File: src/rtl/mc_control.sv
// Multicycle MIPS main controller: a Moore FSM that sequences the shared datapath
// (PC, IR, register file, ALU, unified memory) through fetch/decode/execute/memory/
// writeback steps and drives every datapath select and write strobe.
// Optional build macro: MC_CONTROL_ILLEGAL_TRAP_EN adds the illegal_op output and a
// TRAP state that is left only via rst. Without it, unknown opcodes retire as NOPs.
module mc_control #(
  parameter int unsigned MEM_WAIT_MAX = 15
) (
  input  logic       clk,
  input  logic       rst,
  input  logic [5:0] op,
  input  logic       zero,
  input  logic       mem_ready,
  output logic       iord,
  output logic       mem_read,
  output logic       mem_write,
  output logic       ir_write,
  output logic       pc_write,
  output logic       reg_dst,
  output logic       mem_to_reg,
  output logic       reg_write,
  output logic       alu_src_a,
  output logic [1:0] alu_src_b,
  output logic [1:0] alu_op,
  output logic [1:0] pc_src,
  output logic       instr_done,
  output logic       mem_timeout,
  output logic [3:0] state
`ifdef MC_CONTROL_ILLEGAL_TRAP_EN
  ,
  output logic       illegal_op
`endif
);

  typedef enum logic [3:0] {
    StFetch  = 4'd0,
    StDecode = 4'd1,
    StMemAdr = 4'd2,
    StMemRd  = 4'd3,
    StMemWb  = 4'd4,
    StMemWr  = 4'd5,
    StExec   = 4'd6,
    StAluWb  = 4'd7,
    StBranch = 4'd8,
    StAddiEx = 4'd9,
    StAddiWb = 4'd10,
    StJump   = 4'd11,
    StTrap   = 4'd12
  } state_e;

  localparam logic [5:0] OpRtype = 6'b000000;
  localparam logic [5:0] OpLw    = 6'b100011;
  localparam logic [5:0] OpSw    = 6'b101011;
  localparam logic [5:0] OpBeq   = 6'b000100;
  localparam logic [5:0] OpAddi  = 6'b001000;
  localparam logic [5:0] OpJ     = 6'b000010;

  localparam logic [3:0] WaitMax = 4'(MEM_WAIT_MAX);

  state_e     state_q, state_d;
  logic [3:0] wait_cnt_q, wait_cnt_d;
  // Set once a wait has timed out so the saturated counter pulses only once.
  logic       timed_out_q, timed_out_d;
  logic       wait_st;
  logic       timeout_hit;
  logic       op_known;

  assign state = state_q;

  assign op_known = (op == OpRtype) || (op == OpLw) || (op == OpSw) ||
                    (op == OpBeq) || (op == OpAddi) || (op == OpJ);

  assign wait_st = (state_q == StFetch) || (state_q == StMemRd) || (state_q == StMemWr);

  assign timeout_hit = wait_st && !mem_ready && (wait_cnt_q == WaitMax) && !timed_out_q;

  // Next-state selection.
  always_comb begin
    state_d = state_q;
    case (state_q)
      StFetch:  if (mem_ready) state_d = StDecode;
      StDecode: begin
        case (op)
          OpRtype:     state_d = StExec;
          OpLw, OpSw:  state_d = StMemAdr;
          OpBeq:       state_d = StBranch;
          OpAddi:      state_d = StAddiEx;
          OpJ:         state_d = StJump;
`ifdef MC_CONTROL_ILLEGAL_TRAP_EN
          default:     state_d = StTrap;
`else
          default:     state_d = StFetch;
`endif
        endcase
      end
      StMemAdr: state_d = (op == OpLw) ? StMemRd : StMemWr;
      StMemRd:  if (mem_ready) state_d = StMemWb;
      StMemWb:  state_d = StFetch;
      StMemWr:  if (mem_ready) state_d = StFetch;
      StExec:   state_d = StAluWb;
      StAluWb:  state_d = StFetch;
      StBranch: state_d = StFetch;
      StAddiEx: state_d = StAddiWb;
      StAddiWb: state_d = StFetch;
      StJump:   state_d = StFetch;
`ifdef MC_CONTROL_ILLEGAL_TRAP_EN
      StTrap:   state_d = StTrap;
`endif
      default:  state_d = StFetch;
    endcase
  end

  // Memory-wait counter: counts stalled cycles, saturates, clears on ready or state change.
  always_comb begin
    wait_cnt_d  = wait_cnt_q;
    timed_out_d = timed_out_q;
    if (mem_ready || (state_d != state_q) || !wait_st) begin
      wait_cnt_d  = 4'd0;
      timed_out_d = 1'b0;
    end else if (wait_cnt_q == WaitMax) begin
      timed_out_d = 1'b1;
    end else begin
      wait_cnt_d = wait_cnt_q + 4'd1;
    end
  end

  // State and wait-counter registers with synchronous reset.
  always_ff @(posedge clk) begin
    if (rst) begin
      state_q     <= StFetch;
      wait_cnt_q  <= 4'd0;
      timed_out_q <= 1'b0;
    end else begin
      state_q     <= state_d;
      wait_cnt_q  <= wait_cnt_d;
      timed_out_q <= timed_out_d;
    end
  end

  // Datapath controls decoded from the current state; reset forces FETCH selects, no strobes.
  always_comb begin
    iord        = 1'b0;
    mem_read    = 1'b0;
    mem_write   = 1'b0;
    ir_write    = 1'b0;
    pc_write    = 1'b0;
    reg_dst     = 1'b0;
    mem_to_reg  = 1'b0;
    reg_write   = 1'b0;
    alu_src_a   = 1'b0;
    alu_src_b   = 2'b00;
    alu_op      = 2'b00;
    pc_src      = 2'b00;
    instr_done  = 1'b0;
    mem_timeout = timeout_hit;
`ifdef MC_CONTROL_ILLEGAL_TRAP_EN
    illegal_op  = 1'b0;
`endif
    case (state_q)
      StFetch: begin
        mem_read  = 1'b1;
        alu_src_b = 2'b01;
        ir_write  = mem_ready;
        pc_write  = mem_ready;
      end
      StDecode: begin
        alu_src_b = 2'b11;
`ifndef MC_CONTROL_ILLEGAL_TRAP_EN
        // Unknown opcodes retire here as a NOP.
        instr_done = !op_known;
`endif
      end
      StMemAdr: begin
        alu_src_a = 1'b1;
        alu_src_b = 2'b10;
      end
      StMemRd: begin
        mem_read = 1'b1;
        iord     = 1'b1;
      end
      StMemWb: begin
        reg_write  = 1'b1;
        mem_to_reg = 1'b1;
        instr_done = 1'b1;
      end
      StMemWr: begin
        mem_write  = 1'b1;
        iord       = 1'b1;
        instr_done = mem_ready;
      end
      StExec: begin
        alu_src_a = 1'b1;
        alu_op    = 2'b10;
      end
      StAluWb: begin
        reg_write  = 1'b1;
        reg_dst    = 1'b1;
        instr_done = 1'b1;
      end
      StBranch: begin
        alu_src_a  = 1'b1;
        alu_op     = 2'b01;
        pc_src     = 2'b01;
        pc_write   = zero;
        instr_done = 1'b1;
      end
      StAddiEx: begin
        alu_src_a = 1'b1;
        alu_src_b = 2'b10;
      end
      StAddiWb: begin
        reg_write  = 1'b1;
        instr_done = 1'b1;
      end
      StJump: begin
        pc_src     = 2'b10;
        pc_write   = 1'b1;
        instr_done = 1'b1;
      end
`ifdef MC_CONTROL_ILLEGAL_TRAP_EN
      StTrap: illegal_op = 1'b1;
`endif
      default: ;
    endcase
    if (rst) begin
      iord        = 1'b0;
      mem_read    = 1'b0;
      mem_write   = 1'b0;
      ir_write    = 1'b0;
      pc_write    = 1'b0;
      reg_dst     = 1'b0;
      mem_to_reg  = 1'b0;
      reg_write   = 1'b0;
      alu_src_a   = 1'b0;
      alu_src_b   = 2'b01;
      alu_op      = 2'b00;
      pc_src      = 2'b00;
      instr_done  = 1'b0;
      mem_timeout = 1'b0;
`ifdef MC_CONTROL_ILLEGAL_TRAP_EN
      illegal_op  = 1'b0;
`endif
    end
  end

endmodule

File: config.mk
export PLATFORM = sky130hd
export DESIGN_NAME = mc_control
export DESIGN_NICKNAME = d
export VERILOG_FILES = /design/src/rtl/mc_control.sv
export SDC_FILE = /design/constraint.sdc
export NUM_CORES = 1
export LEC_CHECK = 0
export ABC_AREA = 1
export CELL_PAD_IN_SITES_DETAIL_PLACEMENT = 1
export CELL_PAD_IN_SITES_GLOBAL_PLACEMENT = 2
export CORE_ASPECT_RATIO = 0.8
export CORE_MARGIN = 3
export CORE_UTILIZATION = 21
export CTS_BUF_LIST = sky130_fd_sc_hd__clkbuf_4 sky130_fd_sc_hd__clkbuf_8
export CTS_CLUSTER_SIZE = 25
export DETAILED_ROUTE_END_ITERATION = 12
export PLACE_DENSITY_LB_ADDON = 0.1
export SLEW_MARGIN = 20
export SYNTH_ARGS = -nofsm -noshare
export SYNTH_HDL_FRONTEND = slang
export SYNTH_SLANG_ARGS = --single-unit
File: constraint.sdc
create_clock -name clk -period 1.4 [get_ports clk]
set_input_delay 0.28 -clock clk [delete_from_list [all_inputs] [get_ports clk]]
set_output_delay 0.28 -clock clk [all_outputs]
set_load 0.05 [all_outputs]
==> results of run 1 <==
[synthesized netlist by cell type]
master	number
a21oi_1	9
a31oi_1	1
a32oi_1	1
clkbuf_1	2
dfxtp_1	9
ha_1	1
inv_1	18
inv_2	2
mux2i_1	1
nand2_1	26
nand3_1	15
nand3_2	1
nand3_4	1
nand3b_1	1
nand4_1	1
nor2_1	31
nor2_2	2
nor2_4	2
nor3_1	1
nor3_2	1
o21a_1	1
o21ai_0	2
o21ai_1	1
xnor2_1	2
[power breakdown]
| group | switching [W] | internal, W |
|---|---|---|
| logic | 0.000173 | 0.000150 |
| clock network | 0.000108 | 0.000218 |
| registers | 0.00000907 | 0.000257 |
[flip-flops by register name (all words and copies together), names as in the netlist]
| register | cells |
|---|---|
| state | 4 |
| wait_cnt_q | 4 |
| timed_out_q | 1 |
[how the worst max path moves through the flow]
stage | end | start | depth (start not counted) | slack [ns]
final | instr_done | state[3]$_SDFF_PP0_ | 8 | -0.40
after CTS | mem_timeout | state[3]$_SDFF_PP0_ | 8 | -0.37
after global routing | mem_timeout | state[3]$_SDFF_PP0_ | 8 | -0.46
after floorplan | mem_timeout | state[2]$_SDFF_PP0_ | 7 | -0.32
after detailed placement | instr_done | op[2] | 8 | -0.48
after global placement | instr_done | mem_ready | 7 | -0.44
[area by class of cell]
cell class / count / share of cell area (%)
clock buffer: 4 / 2.27
inverter: 20 / 4.08
multi-input combinational: 101 / 37.6
sequential: 9 / 9.09
tap: 40 / 2.33
timing repair buffer: 87 / 44.6
[repair_timing]
action,in CTS,in global routing
pin swaps,25,11
resized for setup,69,19
endpoints found under the hold margin,0,0
hold buffers,0,0
endpoints found under the setup margin,18,20
cloned,0,0
setup buffers,14,5
[critical path, delay by kind of cell, from the launching register on]
family	cells	cell delay, ns
buf+inv	3	0.34
simple gates	4	0.47
flops	1	0.37
compound gates	1	0.09
[cell families after synthesis]
family                   Yosys count  share of synthesized area, %
AO/OA/AOI/OAI                     15                          10.8
XOR/XNOR                           2                          2.29
multiplexers                       1                          1.31
buffers and inverters             22                          10.8
AND/OR/NAND/NOR                   82                          49.7
adder cells (fa/ha/maj)            1                          1.63
flip-flops                         9                          23.5
[metal layers]
layer	global-route usage (%)	vias to the layer above
met1	22.7	561
met2	35.2	39
met4	4.13	0
met5	0	-
met3	1.85	12
li1	-	599
[through the flow]
step	worst slack [ns]	utilization (%)
5_1_grt	-0.462	65.3
3_5_place_dp	-0.483	54.7
3_3_place_gp	-0.443	54.7
6_report	-0.397	65.3
2_1_floorplan	-0.321	-
4_1_cts	-0.369	63.5
==> results.json, run 1 <==
{
  "ios": 31,
  "fill_cells": 377,
  "drc_errors": 0,
  "min_path_cells": 2,
  "dp_hpwl_mm": 2.67,
  "p_leak_nw": 0.927,
  "grt_max_degree": 7,
  "antenna_found_initial": 0,
  "critPathCaptureType": "output port",
  "fp.dieW_um": 73.5,
  "track_usage_pct": 18.7,
  "grt_pass1_vias": 1335,
  "totalPowerFinal_w": 0.000914,
  "slew_headroom_pct": 84.6,
  "reg2reg_depth": 8,
  "clock-skew-final_ns": 0.00138,
  "clk_latency_ns": 0.23,
  "place_area_um2": 1800,
  "fin_crit_ns": 1.80,
  "fin_nets": 233,
  "rows": 18,
  "synthToLayoutAreaGrowth_pct": 180,
  "rsz0062_at_grt": "true",
  "via_count": 1211,
  "required_ns": 1.12,
  "synth_top_area_share_pct": 23.5,
  "syn_area_um2": 766,
  "max-vdd-ir-drop_mv": 0.396,
  "fin_cells": 261,
  "diodes": 0,
  "cts_tree": "yes",
  "maxCapViolations": 0,
  "synth.avg_cell_area_um2": 5.80,
  "ys_warn_count": 0,
  "wl_met2_mm": 2.09,
  "dp_cells": 244,
  "dieArea_um2": 4410,
  "grt_pass1_wl_mm": 6.36,
  "numCtsBuffers": 3,
  "drtAntennaViolNets": 0,
  "hold_slack_ns": 0.511,
  "setup_viol": 17,
  "critPathSlowestCell": "dfxtp_4",
  "port-buffer-count": 30,
  "clkSinkCount": 9,
  "power_density_nw_per_um2": 426,
  "m1WireLength_mm": 1.58,
  "worst_slack_ns": -0.397,
  "ctsRootBufferMaster": "clkbuf_8",
  "viasPerCell": 4.64,
  "clk_pin_slew_ns": 0.05,
  "timing.setup.tns_ns": -5.12,
  "crit_chain": "inv_2 -> nor2_4 -> buf_6 -> nand2_2 -> nand2_1 -> nor3_4 -> a21oi_4 -> buf_12",
  "rrSetupSlack_ns": 0.01,
  "synth.net_count": 143,
  "tightestPinTransition_ns": 0.230,
  "initial_core_util_pct": 23.3,
  "hp-class": "reg2reg",
  "hold_violations": 0,
  "start_kind": "flip-flop",
  "layout-drive-gt1-share_pct": 67.4,
  "ys_seq_area_share_pct": 23.5,
  "max_stage_delay_ns": 0.37,
  "hold_end": "timed_out_q$_SDFFE_PP0N_",
  "r2r_start": "state[1]$_SDFF_PP0_",
  "synth_top_area_cell": "dfxtp_1",
  "yosysUniqueCellTypes": 24,
  "hp-start": "timed_out_q$_SDFFE_PP0N_",
  "fmax_mhz": 557,
  "final_area_um2": 2150,
  "syn_inst": 132,
  "die_h_um": 60.0,
  "core_area_um2": 3290,
  "violations": "negative setup slack",
  "slew_violations": 0,
  "multiInputGateArea_um2": 807,
  "status": "complete, but fails checks",
  "grt_overflow": 0,
  "drt_pre_antenna_iters": 4,
  "crit_type": "reg2out",
  "seqCellArea_um2": 195,
  "synthTopCellsByArea": "dfxtp_1, nor2_1, nand2_1",
  "met3_length_um": 155,
  "h-tree-depth": 1,
  "top_layer_used": "met4",
  "gp_congestion": 0.833,
  "fin_crit_sh_pct": 128,
  "drtIter0Drc": 27,
  "cts_buffer_depth": 2,
  "routed_wirelength_mm": 3.93,
  "rr_endpoint": "state[1]$_SDFF_PP0_",
  "final_common_cell": "buf_4",
  "synth_seq_cells": 9,
  "worstPathMaxFanout": 4,
  "final_cell_mix": "buf_4, buf_12, nor2_4, nor2_1, nand2_1",
  "cp.arrival_ns": 1.52,
  "wl_per_cell_um": 15.1
}
Note: power is estimated with default switching activity, not from simulation.
==> run 2, diff against run 1 <==
CTS_CLUSTER_SIZE = unset   (was 25)
SLEW_MARGIN = 40   (was 20)
==> results of run 2 <==
The final DEF is identical to that of run 1; final timing and power are the same.
